### config.mk
export PLATFORM = sky130hd
export DESIGN_NAME = paint_writer
export DESIGN_NICKNAME = d
export VERILOG_FILES = /design/src/rtl/paint_writer.sv
export SDC_FILE = /design/constraint.sdc
export NUM_CORES = 1
export LEC_CHECK = 0
export ABC_AREA = 1
export BUFFER_PORTS_ARGS = -buffer_cell sky130_fd_sc_hd__buf_4
export CORE_AREA = 2 2 116 163
export CTS_BUF_LIST = sky130_fd_sc_hd__clkbuf_4
export DETAILED_ROUTE_END_ITERATION = 8
export DIE_AREA = 0 0 118 165
export SYNTH_ARGS = -nofsm -noshare
export SYNTH_HDL_FRONTEND = slang
export SYNTH_SLANG_ARGS = --single-unit
### constraint.sdc
create_clock -name clk -period 4.3 [get_ports clk]
set_clock_uncertainty 0.05 [all_clocks]
set_input_delay 0.43 -clock clk [delete_from_list [all_inputs] [get_ports clk]]
set_output_delay 0.43 -clock clk [all_outputs]
set_load 0.05 [all_outputs]
### src/rtl/paint_writer.sv
// Framebuffer write engine: stamps a BRUSH x BRUSH square while draw is held and
// sweeps the whole frame to BG on each rising edge of clr. All outputs registered.
module paint_writer #(
    parameter int                 W       = 640,
    parameter int                 H       = 480,
    parameter int                 BRUSH   = 2,
    parameter int                 COLOR_W = 3,
    parameter logic [COLOR_W-1:0] BG      = '0,
    parameter int                 ADDR_W  = $clog2(W*H)
) (
    input  logic               clk,
    input  logic               reset,
    input  logic [10:0]        x,
    input  logic [10:0]        y,
    input  logic               draw,
    input  logic               clr,
    input  logic [COLOR_W-1:0] color,
    output logic               wr_en,
    output logic [ADDR_W-1:0]  wr_addr,
    output logic [COLOR_W-1:0] wr_data,
    output logic               busy
);

    typedef enum logic [1:0] {IDLE, PAINT, CLEAR} state_t;

    localparam logic [11:0]       W_L      = 12'(W);
    localparam logic [11:0]       H_L      = 12'(H);
    localparam logic [3:0]        B_LAST   = 4'(BRUSH - 1);
    localparam logic [ADDR_W-1:0] CNT_LAST = ADDR_W'(W*H - 1);

    state_t               state, state_nxt;
    logic                 clr_q, clr_pend, clr_pend_nxt;
    logic [10:0]          last_x, last_x_nxt, last_y, last_y_nxt;
    logic                 last_valid, last_valid_nxt;
    logic [10:0]          cx, cx_nxt, cy, cy_nxt;
    logic [COLOR_W-1:0]   col, col_nxt;
    logic [3:0]           dx, dx_nxt, dy, dy_nxt;
    logic [ADDR_W-1:0]    cnt, cnt_nxt;
    logic                 wr_en_nxt, busy_nxt;
    logic [ADDR_W-1:0]    wr_addr_nxt;
    logic [COLOR_W-1:0]   wr_data_nxt;

    logic [11:0]          px, py;
    logic [ADDR_W-1:0]    pix_addr;
    logic                 clr_req, in_frame, moved;

    // Clip test runs on the full 12-bit sum; the address only matters when in frame.
    assign px       = {1'b0, cx} + {8'b0, dx};
    assign py       = {1'b0, cy} + {8'b0, dy};
    assign pix_addr = ADDR_W'(py) * ADDR_W'(W) + ADDR_W'(px);
    assign clr_req  = clr & ~clr_q;
    assign in_frame = ({1'b0, x} < W_L) && ({1'b0, y} < H_L);
    assign moved    = !last_valid || (x != last_x) || (y != last_y);

    always_comb begin
        state_nxt      = state;
        clr_pend_nxt   = clr_pend;
        last_x_nxt     = last_x;
        last_y_nxt     = last_y;
        last_valid_nxt = last_valid;
        cx_nxt         = cx;
        cy_nxt         = cy;
        col_nxt        = col;
        dx_nxt         = dx;
        dy_nxt         = dy;
        cnt_nxt        = cnt;
        wr_en_nxt      = 1'b0;
        wr_addr_nxt    = wr_addr;
        wr_data_nxt    = wr_data;
        busy_nxt       = 1'b0;

        if (clr_req && state != CLEAR)
            clr_pend_nxt = 1'b1;

        case (state)
            IDLE: begin
                if (clr_pend) begin
                    clr_pend_nxt = 1'b0;
                    cnt_nxt      = '0;
                    state_nxt    = CLEAR;
                end else if (draw && in_frame && moved) begin
                    cx_nxt         = x;
                    cy_nxt         = y;
                    col_nxt        = color;
                    last_x_nxt     = x;
                    last_y_nxt     = y;
                    last_valid_nxt = 1'b1;
                    dx_nxt         = '0;
                    dy_nxt         = '0;
                    state_nxt      = PAINT;
                end else if (!draw) begin
                    last_valid_nxt = 1'b0;
                end
            end
            PAINT: begin
                busy_nxt    = 1'b1;
                wr_en_nxt   = (px < W_L) && (py < H_L);
                wr_addr_nxt = pix_addr;
                wr_data_nxt = col;
                if (dx == B_LAST) begin
                    dx_nxt = '0;
                    if (dy == B_LAST) begin
                        dy_nxt    = '0;
                        state_nxt = IDLE;
                    end else begin
                        dy_nxt = dy + 4'd1;
                    end
                end else begin
                    dx_nxt = dx + 4'd1;
                end
            end
            CLEAR: begin
                busy_nxt    = 1'b1;
                wr_en_nxt   = 1'b1;
                wr_addr_nxt = cnt;
                wr_data_nxt = BG;
                if (cnt == CNT_LAST) begin
                    last_valid_nxt = 1'b0;
                    state_nxt      = IDLE;
                end else begin
                    cnt_nxt = cnt + 1'b1;
                end
            end
            default: state_nxt = IDLE;
        endcase
    end

    always_ff @(posedge clk) begin
        if (reset) begin
            state      <= IDLE;
            clr_q      <= 1'b0;
            clr_pend   <= 1'b0;
            last_x     <= '0;
            last_y     <= '0;
            last_valid <= 1'b0;
            cx         <= '0;
            cy         <= '0;
            col        <= '0;
            dx         <= '0;
            dy         <= '0;
            cnt        <= '0;
            wr_en      <= 1'b0;
            wr_addr    <= '0;
            wr_data    <= '0;
            busy       <= 1'b0;
        end else begin
            state      <= state_nxt;
            clr_q      <= clr;
            clr_pend   <= clr_pend_nxt;
            last_x     <= last_x_nxt;
            last_y     <= last_y_nxt;
            last_valid <= last_valid_nxt;
            cx         <= cx_nxt;
            cy         <= cy_nxt;
            col        <= col_nxt;
            dx         <= dx_nxt;
            dy         <= dy_nxt;
            cnt        <= cnt_nxt;
            wr_en      <= wr_en_nxt;
            wr_addr    <= wr_addr_nxt;
            wr_data    <= wr_data_nxt;
            busy       <= busy_nxt;
        end
    end

endmodule

==> metrics, run 1 <==
clock tree buffer depth=2; area growth from synthesis to final layout=13.89%; post-synthesis sequential element count=81; slew at the pin with the worst max-slew slack=roughly 1100 ps; area share of the largest cell type after synthesis=~30%; number of antenna violations at the first check in global routing=1; number of maximum-capacitance violations=0; crit-path max FO=6; result of the run=finished, final reports clean; number of placed instances with taps included=1062; iteration-0 DRC count of the detailed router=roughly 200; cell at the root of the clock tree=clkbuf_4; maximum number of pins on one net before global-route repair=40; clock period minus worst slack=3913 ps; largest area contributor in the synthesized netlist=dfxtp_1; vias in the first global route=4951; horizontal die dimension=118 um; H-tree levels=3; Worst slew margin=25.96%; number of different library cells in the post-synthesis netlist=43; Via-to-Cell Ratio=4.829; clock tree from TritonCTS=built; aggregate routed wire length=14660 um; overall global routing resource usage=15.31%; Ports=53; Final Net Count=902; first-pass iteration count of the detailed router=5; leading cell types by total area after synthesis=dfxtp_1 (30%), nand2_1 (12%), a21oi_1 (8.9%), ha_1 (8.4%), inv_1 (6.9%); number of clock buffers inserted by TritonCTS=9; area of the die=19470 um^2; register-to-register setup slack=390 ps; Worst Hold Class=primary input to flop; kind of critical path=flop to flop; CTS sink cnt=81; RePlAce Congestion=0.8824; final setup violation count=0; filler-free cell count of the finished design=1079; area of the core region=between 15000 and 20000 um^2; worst ir drop on vdd=137.1 uV; die height=165 um; share of cells above drive strength 1=10.74%; Syn Inst Count=792; period utilization=91.01%; total leakage power=2.699 nW; total negative slack=0 ps; remaining routing DRC violations=0; arrival time worst endpoint=4210 ps; HPWL Detailed=11300 um; Clock Pin Slew Worst Setup and Hold Paths=150 ps; sort of element at the start of the critical path=flop; commonest cells after routing, fill and taps aside=nand2_1 (166), inv_1 (99), a21oi_1 (95); remaining global-route overflow=0; Req. time, crit path=roughly 4600 ps; Slew Viols, Final=0; wire length of the first global-routing pass=24070 um; sequential fraction of the synthesis area=30.32%; # fillers=1995; Worst Setup End Kind=flop; Pwr per Cell Area=about 270 nW/um^2; DR WL/cell=13.58 um; total vias in the final route=5210; syn_area_per_cell=6.754 um^2; yosys synthesis warning count=0; initial cell density of the core=between 20% and 30%; Port Buffers=52; Rows=58; most common library cell in the layout ignoring fill and taps=nand2_1; PostCTS Resize Cnt=0; Clock Latency Late Sink=460 ps; cell area after technology mapping=5349 um^2; postcts setup bufs=0; count of endpoints failing hold in the final timing report=0; Achievable Freq=255.5 MHz; Hold Buf Count CTS=0; net count of the mapped netlist=861; antenna viol nets, final=0; unrepaired setup endpoints after global routing=no
[cell type report]
type | count | area [um^2] | share of cell area, %
Multi-Input combinational cell | 585 | 3232 | 53.05
Sequential cell | 81 | 1623 | 26.64
Timing Repair Buffer | 54 | 405.4 | 6.654
Inverter | 102 | 382.9 | 6.285
Tap cell | 240 | 300.3 | 4.929
Clock inverter | 7 | 78.83 | 1.294
Clock buffer | 9 | 67.56 | 1.109
Antenna cell | 1 | 2.502 | 0.04108
[final timing paths]
check,startpoint,end,depth (start not counted)
hold / removal,clr,clr_q,3
setup reg to reg,cy[0],wr_addr[18],21
setup / recovery,cy[0],wr_addr[18],21
hold reg to reg,wr_addr[1],wr_addr[1],2
[critical path: stages (launching register included)]
cell and delay, ps:
dfxtp_1 370, ha_1 270, fa_1 420, nand3_1 110
nand3_1 80, and2_1 190, ha_1 310, inv_1 60
fa_1 520, inv_1 40, ha_1 350, nand4_1 110
nand3_1 110, nand2_1 100, nor2_2 160, nand3_1 110
nor2_1 110, nand3_1 80, nand2_1 60, nand2_1 50
nand2_1 80, a21oi_1 60
[kinds of logic (layout without fill, tap and decap cells)]
family	Yosys count	in the layout	synth area share (%)
compound gates	170	170	16.80
xor+xnor	33	33	5.404
buf+inv	126	172	9.310
simple gates	342	342	28.26
other cells	0	1	0
flops	81	81	30.32
fa+ha+maj	40	40	9.918
[Yosys cell counts (all sizes together)]
cell type	n
a211oi	1
a21boi	1
a21o	1
a21oi	96
a22oi	1
a31oi	3
and2	1
buf	8
clkbuf	16
dfxtp	81
fa	4
ha	36
inv	102
nand2	170
nand3	63
nand3b	4
nand4	16
nor2	67
nor3	14
nor4	5
o2111ai	1
o211ai	2
o21ai	59
o21bai	2
o22ai	3
or2	2
xnor2	13
xor2	20
[report_power, final]
group	switching, mW	total (mW)	internal (mW)	leakage, nW
clock network	0.309	0.492	0.183	0.0744
logic	0.226	0.328	0.102	1.97
registers	0.0184	0.797	0.778	0.656
[per-layer routing]
metal | GRT usage (%) | part of all wire, % | vias up
li1 | - | - | 2700
met1 | 17.58 | 43 | 2384
met2 | 28.22 | 51 | 103
met3 | 2.970 | 4.0 | 23
met4 | 5.422 | 2.0 | 0
met5 | 0 | 0 | -
[flip-flops by register name, indices dropped and copies added, names as in the netlist, 2 cells and up]
register	cells
cnt	19
col	3
dx	4
wr_data	3
state	2
dy	4
wr_addr	19
cx	11
cy	11
[per-stage QoR]
| step | total power [mW] | setup WS, ps | instance area, um^2 | util [%] | hold WS (ps) |
|---|---|---|---|---|---|
| after global placement | 1.144 | 475.5 | 5939 | 33.14 | 404.2 |
| after detailed placement | 1.143 | 365.8 | 5939 | 33.14 | 405.3 |
| final | 1.617 | 386.5 | 6092 | 33.99 | 141.8 |
| after floorplan | 1.035 | 705.8 | 5349 | - | 385.6 |
| after CTS | 1.633 | 320.1 | 6086 | 33.95 | 125.1 |
| after global routing | 1.701 | 13.82 | 6092 | 33.99 | 97.83 |
No activity file was read; power rests on OpenSTA's default activity.
==> inputs of run 2 (changes only) <==
--- a/config.mk
+++ b/config.mk
@@ -7,10 +7,10 @@
 export LEC_CHECK = 0
 export ABC_AREA = 1
 export BUFFER_PORTS_ARGS = -buffer_cell sky130_fd_sc_hd__buf_4
-export CORE_AREA = 2 2 116 163
+export CORE_AREA = 8 8 122 169
 export CTS_BUF_LIST = sky130_fd_sc_hd__clkbuf_4
 export DETAILED_ROUTE_END_ITERATION = 8
-export DIE_AREA = 0 0 118 165
+export DIE_AREA = 0 0 130 177
 export SYNTH_ARGS = -nofsm -noshare
 export SYNTH_HDL_FRONTEND = slang
 export SYNTH_SLANG_ARGS = --single-unit
==> metrics, run 2 (same netlist as run 1, synthesis figures left out) <==
registers with the most flip-flops=cnt x19, wr_addr x19; RePlAce Congestion=0.9075 (+2.8%); HPWL Detailed=11550 um (+2.2%); final setup violation count=0 (unchanged); Port Buffers=52 (unchanged); Req. time, crit path=4590 ps (about the same); Clock Pin Slew Worst Setup and Hold Paths=160 ps (about the same); unrepaired setup endpoints after global routing=no; Worst slew margin=30.49% (+4.5 points); cell at the root of the clock tree=clkbuf_4; first-pass iteration count of the detailed router=4 (-1); Via-to-Cell Ratio=4.751 (-1.6%); cell repeated most along the worst path=nand3_1; CTS sink cnt=81 (unchanged); area of the die=23010 um^2 (+18%); final cell area excluding filler cells=6101 um^2 (+0.14%); wl on met1=6512 um (+3.7%); remaining global-route overflow=0 (unchanged); maximum number of pins on one net before global-route repair=40 (unchanged); cell type of the slowest stage on the worst timing path=fa_1; critical path, cell by cell=ha_1 -> fa_1 -> nand3_1 -> nand3_1 -> and2_1 -> ha_1 -> inv_1 -> fa_1 -> inv_1 -> ha_1 -> nand4_1 -> nand3_1 -> nand2_1 -> nor2_2 -> nand3_1 -> nor2_1 -> nand3_1 -> nand2_1 -> nand2_1 -> nand2_1 -> a21oi_1; period utilization=90.92% (about the same); crit-path max FO=6 (unchanged); DR WL/cell=13.63 um (+0.34%); clock tree from TritonCTS=built; commonest cells after routing, fill and taps aside=nand2_1 (166), inv_1 (99), a21oi_1 (95); arrival time worst endpoint=4200 ps (about the same); Achievable Freq=255.8 MHz (about the same); clock period minus worst slack=3910 ps (-3.712 ps); met3 wire length=422 um (-28%); Worst Setup End Kind=flop; overall power of the completed layout=1.624 mW (+0.43%); smallest setup slack after layout=390.2 ps (+3.712 ps); remaining routing DRC violations=0 (unchanged); Detail Route met2 WL=7623 um (+1.6%); antenna viol nets, final=0 (unchanged); Clock Latency Late Sink=470 ps (about the same); most common library cell in the layout ignoring fill and taps=nand2_1; number of maximum-capacitance violations=0 (unchanged); worst ir drop on vdd=145.4 uV (+6.0%); kind of critical path=flop to flop; postcts setup bufs=0 (unchanged); vias in the first global route=5055 (+2.1%); sort of element at the start of the critical path=flop; Post-Route Utilization=33.46% (-0.53 points); Ports=53 (unchanged); top routing layer in use=met4; Slew Viols, Final=0 (unchanged); share of cells above drive strength 1=10.62% (-0.12 points); total leakage power=2.703 nW (+0.15%); Critical Path Max Stage Delay=520 ps (about the same); initial cell density of the core=29.34% (-0.51 points); overall global routing resource usage=13.33% (-2.0 points); H-tree levels=3 (unchanged); wire length of the first global-routing pass=24340 um (+1.1%); total vias in the final route=5145 (-1.2%); number of clock buffers inserted by TritonCTS=9 (unchanged); area of the core region=18230 um^2 (+1.7%); Worst Hold Class=primary input to flop; Final Net Count=902 (unchanged); number of antenna violations at the first check in global routing=1 (unchanged); post-placement setup slack=409.7 ps (+43.87 ps); total negative slack=0 ps (unchanged); clock tree buffer depth=2 (unchanged); Rows=59 (+1.7%); horizontal die dimension=130 um (+10%); aggregate routed wire length=14760 um (+0.71%); slew at the pin with the worst max-slew slack=1041 ps (-69.08 ps); count of endpoints failing hold in the final timing report=0 (unchanged); result of the run=finished, final reports clean; Area after DPL=5944 um^2 (about the same); iteration-0 DRC count of the detailed router=217 (+11%); die height=177 um (+7.3%); Pwr per Cell Area=266.2 nW/um^2 (+0.29%); area growth from synthesis to final layout=14.06%
-- run 2: worst paths after layout --
path | startpoint | endpoint | slack, ps | cells after the start
worst min-delay path | clr | clr_q | 140 | 3
worst max register to register | dy[0] | wr_addr[18] | 390 | 21
worst max-delay path | dy[0] | wr_addr[18] | 390 | 21
worst min register to register | wr_addr[14] | wr_addr[14] | 420 | 2
-- run 2: power by group --
part / switching (mW) / internal [mW]
combinational: 0.225 / 0.102
clock: 0.313 / 0.187
sequential: 0.0183 / 0.778
-- run 2: timing repair --
action,CTS,global route
setup endpoints to repair,0,1
hold endpoints to repair,0,0
hold buffers,0,0
resized for setup,0,1
-- run 2: critical path, delay by kind of cell, from the launching register on --
family / cells / cell delay [ps]
compound gates: 1 / 60
fa+ha+maj: 5 / 1830
buf+inv: 2 / 100
flops: 1 / 390
simple gates: 13 / 1360
-- run 2: through the flow --
stage / hold slack, ps / instances
after floorplan: 385.6 / 792
after global placement: 401.1 / 1066
after detailed placement: 406.0 / 1066
after CTS: 120.7 / 1082
after global routing: 116.0 / 1083
final: 139.0 / 1083
-- run 2: cell type report --
class	instances	area, um^2
sequential	81	1622
inverter	102	382.9
fill	2015	12130
tap	244	305.3
antenna	1	2.502
clock buffer	9	67.56
multi-input combinational	585	3232
clock inverter	7	83.83
timing repair buffer	54	405.4
-- run 2: layer usage --
layer,GRT usage (%),vias to the layer above
li1,-,2697
met1,15.37,2346
met2,24.29,90
met3,2.021,12
met4,4.468,0
met5,0,-
==> inputs of run 3 (changes only) <==
--- a/config.mk
+++ b/config.mk
@@ -7,10 +7,11 @@
 export LEC_CHECK = 0
 export ABC_AREA = 1
 export BUFFER_PORTS_ARGS = -buffer_cell sky130_fd_sc_hd__buf_4
-export CORE_AREA = 8 8 122 169
+export CORE_AREA = 8 8 133 185
 export CTS_BUF_LIST = sky130_fd_sc_hd__clkbuf_4
 export DETAILED_ROUTE_END_ITERATION = 8
-export DIE_AREA = 0 0 130 177
+export DIE_AREA = 0 0 141 193
+export PLACE_DENSITY = 0.51
 export SYNTH_ARGS = -nofsm -noshare
 export SYNTH_HDL_FRONTEND = slang
 export SYNTH_SLANG_ARGS = --single-unit
==> constraint.sdc (replaced) <==
create_clock -name clk -period 3.2 [get_ports clk]
set_clock_uncertainty 0.05 [all_clocks]
set_input_delay 0.32 -clock clk [delete_from_list [all_inputs] [get_ports clk]]
set_output_delay 0.32 -clock clk [all_outputs]
set_load 0.05 [all_outputs]
==> metrics, run 3 (same netlist as run 1, synthesis figures left out) <==
result of the run=finished with violations; violations in the final reports=negative setup slack; registers with the most flip-flops=cnt x19, wr_addr x19; Worst slew margin=52.62% (+22 points); Final Net Count=980 (+8.6%); overall power of the completed layout=2.234 mW (+38%); unrepaired setup endpoints after global routing=yes; final setup violation count=7 (+7); Achievable Freq=289.2 MHz (+13%); Req. time, crit path=3500 ps (-1090 ps); aggregate routed wire length=16180 um (+9.6%); most common library cell in the layout ignoring fill and taps=nand2_1; HPWL Detailed=12770 um (+11%); Crit Reg-Reg Startpoint=dy[0]; number of maximum-capacitance violations=0 (unchanged); CTS sink cnt=81 (unchanged); Port Buffers=52 (unchanged); area of the core region=22040 um^2 (+21%); die height=193 um (+9.0%); hold-critical path depth=3 (unchanged); area of the die=27210 um^2 (+18%); iteration-0 DRC count of the detailed router=253 (+17%); arrival time worst endpoint=3760 ps (-440 ps); Via-to-Cell Ratio=4.441 (-6.5%); wire length of the first global-routing pass=26560 um (+9.1%); crit-path max FO=5 (-1); total vias in the final route=5409 (+5.1%); Clock Pin Slew Worst Setup and Hold Paths=150 ps (about the same); Post-Route Utilization=31.78% (-1.7 points); remaining routing DRC violations=0 (unchanged); vias in the first global route=5412 (+7.1%); Rows=65 (+10%); clock tree from TritonCTS=built; number of placed instances with taps included=1192 (+12%); kind of critical path=flop to flop; DR WL/cell=13.28 um (-2.5%); startpoint of the worst hold path=x[2]; remaining global-route overflow=0 (unchanged); Pwr per Cell Area=319.0 nW/um^2 (+20%); clock tree buffer depth=2 (unchanged); worst ir drop on vdd=145.8 uV (+0.30%); RePlAce Congestion=0.8526 (-6.0%); filler-free cell count of the finished design=1218 (+12%); antenna viol nets, final=0 (unchanged); period utilization=108.0% (+17 points); smallest setup slack after layout=-257.4 ps (-647.6 ps); total leakage power=3.126 nW (+16%); number of antenna violations at the first check in global routing=1 (unchanged); area growth from synthesis to final layout=30.95%; Worst Setup End Kind=flop; Worst Hold Class=primary input to flop; slew at the pin with the worst max-slew slack=710.0 ps (-331.5 ps); first-pass iteration count of the detailed router=4 (unchanged); Clock Latency Late Sink=480 ps (about the same); overall global routing resource usage=12.23% (-1.1 points); horizontal die dimension=141 um (+8.5%); clock period minus worst slack=3457 ps (-452.4 ps); H-tree levels=3 (unchanged); commonest cells after routing, fill and taps aside=nand2_1 (160), buf_4 (127), inv_1 (94); Slew Viols, Final=0 (unchanged); worst hold margin=36.12 ps (-102.9 ps); Ports=53 (unchanged); initial cell density of the core=24.27% (-5.1 points); worst reg2reg path depth=18 (-14%); count of endpoints failing hold in the final timing report=0 (unchanged); sort of element at the start of the critical path=flop; cell at the root of the clock tree=clkbuf_4; number of clock buffers inserted by TritonCTS=9 (unchanged); register-to-register setup slack=-260 ps (-650 ps); maximum number of pins on one net before global-route repair=39 (-2.5%); end of the worst register-to-register path=wr_addr[17]; Hold Crit Endpoint=cx[2]; share of cells above drive strength 1=22.82% (+12 points)
## run 3: cell count changes in the layout (fill, tap and decap cells not counted), sizes merged
cell         previous run  this run
buf                    54       128
clkinv                  2         1
dlygate4sd3             0         4
inv                   105       106
## run 3: cell type report
class,count,area (um^2)
clock inverter,7,76.32
clock buffer,9,67.56
inverter,102,382.9
multi-input combinational,585,3460
tap,301,376.6
fill,2423,15040
sequential,81,1634
timing repair buffer,132,1005
antenna,1,2.502
## run 3: worst max path at each step
stage	endpoint	slack, ps	cells after the start	startpoint
after floorplan	wr_addr[18]	-140	20	dy[0]
after global placement	wr_addr[18]	-260	20	dy[0]
after detailed placement	wr_addr[18]	-350	20	dy[0]
after CTS	wr_addr[18]	-320	21	dy[0]
after global routing	wr_addr[16]	-450	20	dy[0]
final	wr_addr[17]	-260	18	dy[0]
## run 3: critical path, stage by stage (launching register included)
cell and delay, ps:
dfxtp_4 380, ha_4 160, fa_2 420, nand3_2 100
nand3_2 70, and2_4 180, ha_4 260, inv_2 30
fa_1 480, inv_2 50, ha_4 280, nand2_1 50
nand2_1 70, nand2_2 80, nor3_4 220, nand3_2 90
xor2_1 160, o21ai_1 120, a21oi_1 70
## run 3: metal layers
metal  global-route usage [%]  wire length [um]  vias up
met1                    13.83              7056     2448
li1                         -                 -     2855
met5                        0                 0        -
met3                    1.873               445       21
met2                    22.83              8380       85
met4                    4.270               295        0
## run 3: what timing repair did
action | in CTS | in global routing
gates resized for setup | 17 | 28
pin swaps | 21 | 22
hold endpoints to repair | 4 | 0
cloned | 0 | 0
setup endpoints to repair | 7 | 8
hold buffers | 4 | 0
buffers inserted | 3 | 2
## run 3: metrics by stage
step	TNS (ps)	setup slack, ps	instance area [um^2]
6_report	-1428	-257.4	7004
3_3_place_gp	-1249	-263.8	6608
3_5_place_dp	-1840	-351.1	6608
4_1_cts	-1645	-316.3	6862
2_1_floorplan	-321.0	-144.3	5423
5_1_grt	-2913	-451.1	7004
## run 3: report_power, final
| group | internal [mW] | switching [mW] | leakage, nW |
|---|---|---|---|
| sequential | 1.05 | 0.0232 | 0.659 |
| clock | 0.247 | 0.433 | 0.0768 |
| combinational | 0.167 | 0.320 | 2.39 |
